===== src/rtl/fwd_pkg.sv =====
// Shared types and defaults for the EX-stage forwarding and
// load-use hazard unit.
package fwd_pkg;

  localparam int unsigned NUM_SRC_DEF    = 2;
  localparam int unsigned ADDR_W_DEF     = 5;
  localparam int unsigned FWD_DEPTH_DEF  = 2;
  localparam int unsigned LOAD_STALL_DEF = 1;
  localparam int unsigned ADDR_MAX       = 16;
  localparam int unsigned CNT_W          = 32;

  // rd is stored zero-extended so the struct is width-agnostic
  typedef struct packed {
    logic [ADDR_MAX-1:0] rd;
    logic                regwrite;
    logic                memread;
  } stage_t;

  function automatic int unsigned sel_w(input int unsigned depth);
    return $clog2(depth + 1);
  endfunction

endpackage


===== src/rtl/fwd_sel_prio.sv =====
// Per-source forwarding select: picks the youngest eligible
// producer among stages 1..FWD_DEPTH, or 0 for the register file.
module fwd_sel_prio
  import fwd_pkg::*;
#(
  parameter int unsigned FWD_DEPTH  = FWD_DEPTH_DEF,
  parameter int unsigned LOAD_STALL = LOAD_STALL_DEF,
  parameter int unsigned SEL_W      = sel_w(FWD_DEPTH_DEF)
) (
  input  stage_t [FWD_DEPTH:1] stg_i,
  input  logic [ADDR_MAX-1:0]  rs_i,
  input  logic                 used_i,
  output logic [SEL_W-1:0]     sel_o
);

  logic found;

  // load data is not yet available in stages 1..LOAD_STALL
  always_comb begin
    sel_o = '0;
    found = 1'b0;
    for (int k = 1; k <= int'(FWD_DEPTH); k++) begin
      if (!found && used_i
          && stg_i[k].regwrite
          && stg_i[k].rd != '0
          && stg_i[k].rd == rs_i
          && !(stg_i[k].memread
               && k <= int'(LOAD_STALL))) begin
        sel_o = SEL_W'(k);
        found = 1'b1;
      end
    end
  end

endmodule


===== src/rtl/forward_hazard_unit.sv =====
// Shadow pipeline of EX and later stages driving operand
// forwarding selects, load-use stalls and a stall counter.
module forward_hazard_unit
  import fwd_pkg::*;
#(
  parameter int unsigned NUM_SRC    = NUM_SRC_DEF,
  parameter int unsigned ADDR_W     = ADDR_W_DEF,
  parameter int unsigned FWD_DEPTH  = FWD_DEPTH_DEF,
  parameter int unsigned LOAD_STALL = LOAD_STALL_DEF,
  parameter logic [CNT_W-1:0] CNT_RST = '0,
  localparam int unsigned SEL_W     = sel_w(FWD_DEPTH)
) (
  input  logic                      clk_i,
  input  logic                      rst_i,
  input  logic                      hold_i,
  input  logic                      flush_i,
  input  logic                      id_valid_i,
  input  logic [NUM_SRC*ADDR_W-1:0] id_rs_addr_i,
  input  logic [NUM_SRC-1:0]        id_rs_used_i,
  input  logic [ADDR_W-1:0]         id_rd_addr_i,
  input  logic                      id_regwrite_i,
  input  logic                      id_memread_i,
  output logic [NUM_SRC*SEL_W-1:0]  ex_fwd_sel_o,
  output logic                      stall_o,
  output logic                      bubble_o,
  output logic [CNT_W-1:0]          stall_count_o
);

  stage_t [FWD_DEPTH:0] stg_q, stg_d;

  logic [NUM_SRC-1:0][ADDR_MAX-1:0] rs_q, rs_d, id_rs;
  logic [NUM_SRC-1:0]               used_q, used_d;
  logic [CNT_W-1:0]                 cnt_q, cnt_d;
  logic                             hazard;

  always_comb begin
    for (int s = 0; s < int'(NUM_SRC); s++) begin
      id_rs[s] = ADDR_MAX'(id_rs_addr_i[s*ADDR_W +: ADDR_W]);
    end
  end

  // load in stages 0..LOAD_STALL-1 cannot feed the ID consumer
  always_comb begin
    hazard = 1'b0;
    for (int s = 0; s < int'(NUM_SRC); s++) begin
      for (int j = 0; j < int'(LOAD_STALL); j++) begin
        if (id_rs_used_i[s]
            && id_rs[s] != '0
            && stg_q[j].memread
            && stg_q[j].regwrite
            && stg_q[j].rd == id_rs[s]) begin
          hazard = 1'b1;
        end
      end
    end
  end

  assign stall_o  = !flush_i && id_valid_i && hazard;
  assign bubble_o = flush_i || stall_o || !id_valid_i;

  always_comb begin
    stg_d  = stg_q;
    rs_d   = rs_q;
    used_d = used_q;
    cnt_d  = cnt_q;
    if (!hold_i) begin
      for (int k = 1; k <= int'(FWD_DEPTH); k++) begin
        stg_d[k] = stg_q[k-1];
      end
      if (bubble_o) begin
        stg_d[0] = '0;
        rs_d     = '0;
        used_d   = '0;
      end else begin
        stg_d[0].rd       = ADDR_MAX'(id_rd_addr_i);
        stg_d[0].regwrite = id_regwrite_i;
        stg_d[0].memread  = id_memread_i;
        rs_d              = id_rs;
        used_d            = id_rs_used_i;
      end
      if (stall_o && cnt_q != '1) begin
        cnt_d = cnt_q + 32'd1;
      end
    end
  end

  always_ff @(posedge clk_i) begin
    if (rst_i) begin
      stg_q  <= '0;
      rs_q   <= '0;
      used_q <= '0;
      cnt_q  <= CNT_RST;
    end else begin
      stg_q  <= stg_d;
      rs_q   <= rs_d;
      used_q <= used_d;
      cnt_q  <= cnt_d;
    end
  end

  assign stall_count_o = cnt_q;

  for (genvar s = 0; s < int'(NUM_SRC); s++) begin : g_sel
    fwd_sel_prio #(
      .FWD_DEPTH  (FWD_DEPTH),
      .LOAD_STALL (LOAD_STALL),
      .SEL_W      (SEL_W)
    ) u_sel (
      .stg_i  (stg_q[FWD_DEPTH:1]),
      .rs_i   (rs_q[s]),
      .used_i (used_q[s]),
      .sel_o  (ex_fwd_sel_o[s*SEL_W +: SEL_W])
    );
  end

endmodule


===== config.mk =====
export PLATFORM = sky130hd
export DESIGN_NAME = forward_hazard_unit
export DESIGN_NICKNAME = d
export VERILOG_FILES = /design/src/rtl/fwd_pkg.sv /design/src/rtl/fwd_sel_prio.sv /design/src/rtl/forward_hazard_unit.sv
export SDC_FILE = /design/constraint.sdc
export NUM_CORES = 1
export LEC_CHECK = 0
export BUFFER_PORTS_ARGS = -buffer_cell sky130_fd_sc_hd__buf_4
export CAP_MARGIN = 30
export CORE_ASPECT_RATIO = 1.4
export CORE_UTILIZATION = 55
export DETAILED_ROUTE_END_ITERATION = 16
export PLACE_DENSITY = 0.8
export SETUP_SLACK_MARGIN = 0.3
export SLEW_MARGIN = 20
export SYNTH_ARGS = -nofsm -noshare
export SYNTH_HDL_FRONTEND = slang
export SYNTH_SLANG_ARGS = --single-unit

===== constraint.sdc =====
create_clock -name clk_i -period 2.5 [get_ports clk_i]
set_input_delay 0.125 -clock clk_i [delete_from_list [all_inputs] [get_ports clk_i]]
set_output_delay 0.125 -clock clk_i [all_outputs]
set_load 0.01 [all_outputs]

==> impl_metrics.tcl <==
set metrics [dict create \
    post-route-drc-count 0 \
    setup_viol 0 \
    crit_arrival_ns 2.43 \
    antenna_found_initial 0 \
    crit_required_ns 2.77 \
    drt-pass1-iter-count 4 \
    synth-xor-area-share 0.0816 \
    yosysUniqueCellTypes 42 \
    worst_pin_slew_ns 0.519 \
    yosys.area_share.adder 0.00402 \
    num-nets-final 458 \
    antenna_cells 0 \
    grt_pass1_wl_um 13300 \
    cts_root_buffer "clkbuf_8" \
    clk_pin_slew_worst_paths_ns 0.07 \
    grt_overflow 0 \
    pin_count 62 \
    io_buffers 61 \
    critPathKind "flip-flop to flip-flop" \
    fin_hold_ws_ns 0.0147 \
    powerDensity_mw_per_mm2 497 \
    synth_top_family_by_area "simple AND/OR/NAND/NOR gates" \
    p_leak_nw 1.54 \
    dr_total_vias 3115 \
    netlist_area_mm2 0.00311 \
    cts_buffer_depth 2 \
    drive_gt1_frac 0.288 \
    critical_path.cell_chain "nand4_2, or3_4, a2111o_2, or3_1, a21oi_1" \
    status "finished, final reports clean" \
    synthMuxAreaShare 0.0559 \
    grt_max_degree 51 \
    track_usage 0.294 \
    wirelength_um 8770 \
    dieHeight_um 91.0 \
    fmax_mhz 463 \
    synth-compound-area-share 0.166 \
    syn_nets 375 \
    first_global_vias 2866 \
    reg2reg_from "stall_count_o[5]" \
    drv_cap 0 \
    min_period_ns 2.16 \
    critPathMaxStageDelay_ns 0.47 \
    ff2ff_setup_slack_ns 0.34 \
    drt_iter0_drc 331 \
    rsz0062_at_grt "true" \
    intPower_mw 1.57 \
    place_congestion 0.902 \
    h-tree-depth 3 \
    synth_cells 350 \
    rr_worst_depth 5 \
    start_kind "flip-flop" \
    setup.worst_path.end_class "flip-flop" \
    rows 32 \
    cp-endpoint "stall_count_o[25]" \
    crit_fanout 7 \
    skew_ns 0.00732 \
    dieArea_mm2 0.00597 \
    clock_sinks 64 \
    power_frac_comb 0.064 \
    drtAntennaViolNets 0 \
    ys_seq_area_frac 0.412 \
    power_frac_seq 0.512 \
    slew_headroom 0.654 \
    finalMaxSlewViolations 0 \
    reg2reg_to "stall_count_o[25]" \
    p_switching_uw 461 \
    crit_slowest_cell "or3_4" \
    synth_warnings 0 \
    hold_viol_final 0 \
    initial_core_util 0.568 \
    routedWlPerCell_um 17.4 \
    finalCritPeriodShare 0.864 \
    p_sw_frac 0.227 \
    min_path_type "input port to flip-flop" \
    clockPowerShare 0.423 \
    route.detailed.vias_per_inst 6.17 \
    final_core_util 0.745 \
    setup_tns_ns 0 \
    cts_tree "built" \
    area_growth_pct 31.3 \
    dp_hpwl_um 5440 \
    synth-seq-cells 64 \
    startpoint "stall_count_o[5]" \
    peakVddDrop_v 0.000373 \
    cts-buffers-inserted 9 \
    core_area_mm2 0.00549 \
    postSynthAreaPerCell_um2 8.89 \
    clkLatencyLatePin_ns 0.34 \
    fp.dieW_um 65.6 \
    synthSimpleGateAreaFrac 0.251 \
]
==> worst min-delay path by stage <==
| stage | to | startpoint | slack [ns] | cells after the start |
|---|---|---|---|---|
| after floorplan | rs_q[16] | id_rs_addr_i[5] | 0.26 | 1 |
| after global placement | stg_q[4] | id_rd_addr_i[2] | 0.34 | 2 |
| after detailed placement | stg_q[1] | id_regwrite_i | 0.34 | 2 |
| after CTS | stg_q[3] | id_rd_addr_i[1] | 0.004 | 2 |
| after global routing | stg_q[3] | id_rd_addr_i[1] | 0.005 | 2 |
| final | stg_q[3] | id_rd_addr_i[1] | 0.01 | 2 |
==> cell usage after synthesis <==
library cell / n / area (µm²)
nor3_1: 7 / 35.0
buf_2: 2 / 10.0
or2_0: 2 / 12.5
a21oi_1: 28 / 140
or3_1: 21 / 131
buf_1: 1 / 3.75
o21ai_0: 21 / 105
a211o_1: 1 / 8.76
o21ai_1: 1 / 5.00
xor2_1: 12 / 105
and3_1: 3 / 18.8
dfxtp_1: 64 / 1280
nand2_1: 19 / 71.3
buf_6: 2 / 22.5
a2111o_1: 1 / 11.3
o21ai_2: 1 / 8.76
and4_1: 1 / 8.76
and2_1: 1 / 6.26
xnor2_1: 17 / 149
inv_1: 5 / 18.8
clkbuf_1: 10 / 37.5
mux2i_1: 14 / 140
nor2_1: 25 / 93.8
nor3b_2: 1 / 12.5
nand2b_1: 2 / 12.5
ha_1: 1 / 12.5
o31ai_1: 8 / 60.1
nand4_1: 14 / 87.6
a22o_1: 19 / 166
nor4_1: 5 / 31.3
o32a_2: 1 / 11.3
nand4_2: 1 / 12.5
and3_2: 1 / 7.51
or2_2: 1 / 6.26
nor3b_1: 1 / 7.51
nor2b_1: 5 / 31.3
or4_1: 10 / 75.1
nor3_2: 2 / 20.0
nand3_4: 1 / 17.5
mux2_2: 3 / 33.8
nor4b_1: 2 / 17.5
nand3_1: 13 / 65.1
==> cells in the final DEF (no fill, tap or decap), drive strengths merged, types with 6 or more instances in the layout <==
cell	Yosys	layout
clkbuf	10	11
a21oi	28	28
dfxtp	64	64
xor2	12	12
xnor2	17	17
or4	10	10
a22o	19	19
o21ai	23	23
or3	21	21
nand4	15	15
buf	5	77
dlygate4sd3	0	6
nand2	19	19
nor3	9	9
nor2	25	25
o31ai	8	8
mux2i	14	14
nand3	14	14
==> kinds of logic after synthesis <==
logic type	Yosys count
and+or+nand+nor	138
buffers and inverters	20
AOI/OAI and AO/OA	81
DFF	64
xor gates and xnor gates	29
adders and majority gates	1
muxes	17
==> critical path, delay by kind of cell (launching register included) <==
kind             cells  cell delay [ns]
AO/OA/AOI/OAI        2             0.57
flip-flops           1             0.46
AND/OR/NAND/NOR      3             1.05
==> sequential cells by signal (all words and copies together), names as in the netlist <==
signal and cells:
stall_count_o 32, stg_q 20, rs_q 10, used_q 2
==> timing repair <==
| item | 4_1_cts | 5_1_grt |
|---|---|---|
| pin swaps | 3 | 8 |
| endpoints found under the hold margin | 5 | 1 |
| cloned | 1 | 3 |
| resized for setup | 5 | 22 |
| hold buffers | 5 | 1 |
| buffers inserted | 4 | 5 |
| endpoints found under the setup margin | 19 | 27 |
==> power groups by stage <==
stage,Combinational [mW],Clock [mW],Sequential [mW]
after floorplan,0.0679,0,1.06
after global placement,0.115,0,1.06
after detailed placement,0.117,0,1.06
after CTS,0.125,0.864,1.04
after global routing,0.140,0.920,1.04
final,0.131,0.860,1.04
==> metrics by stage <==
step / power, mW / instances / area [µm²] / setup WS [ns]
6_report: 2.03 / 505 / 4090 / 0.339
5_1_grt: 2.10 / 505 / 4090 / 0.244
4_1_cts: 2.03 / 496 / 3930 / 0.283
3_5_place_dp: 1.18 / 471 / 3630 / 0.195
3_3_place_gp: 1.18 / 470 / 3630 / 0.245
2_1_floorplan: 1.13 / 350 / 3110 / 0.348
==> routing by layer <==
layer	part of all wire	global-route usage	wire (µm)
met1	0.38	0.319	3350
met2	0.53	0.521	4610
met3	0.054	0.0678	474
met4	0.039	0.138	338
met5	0	0	0
==> area by class of cell <==
cell class	instances	area, µm²
Fill cell	408	1400
Multi-Input combinational cell	270	1860
Timing Repair Buffer	83	642
Clock inverter	4	45.0
Clock buffer	11	141
Tap cell	68	85.1
Inverter	5	18.8
Sequential cell	64	1290
No activity file was read; power rests on OpenSTA's default activity.
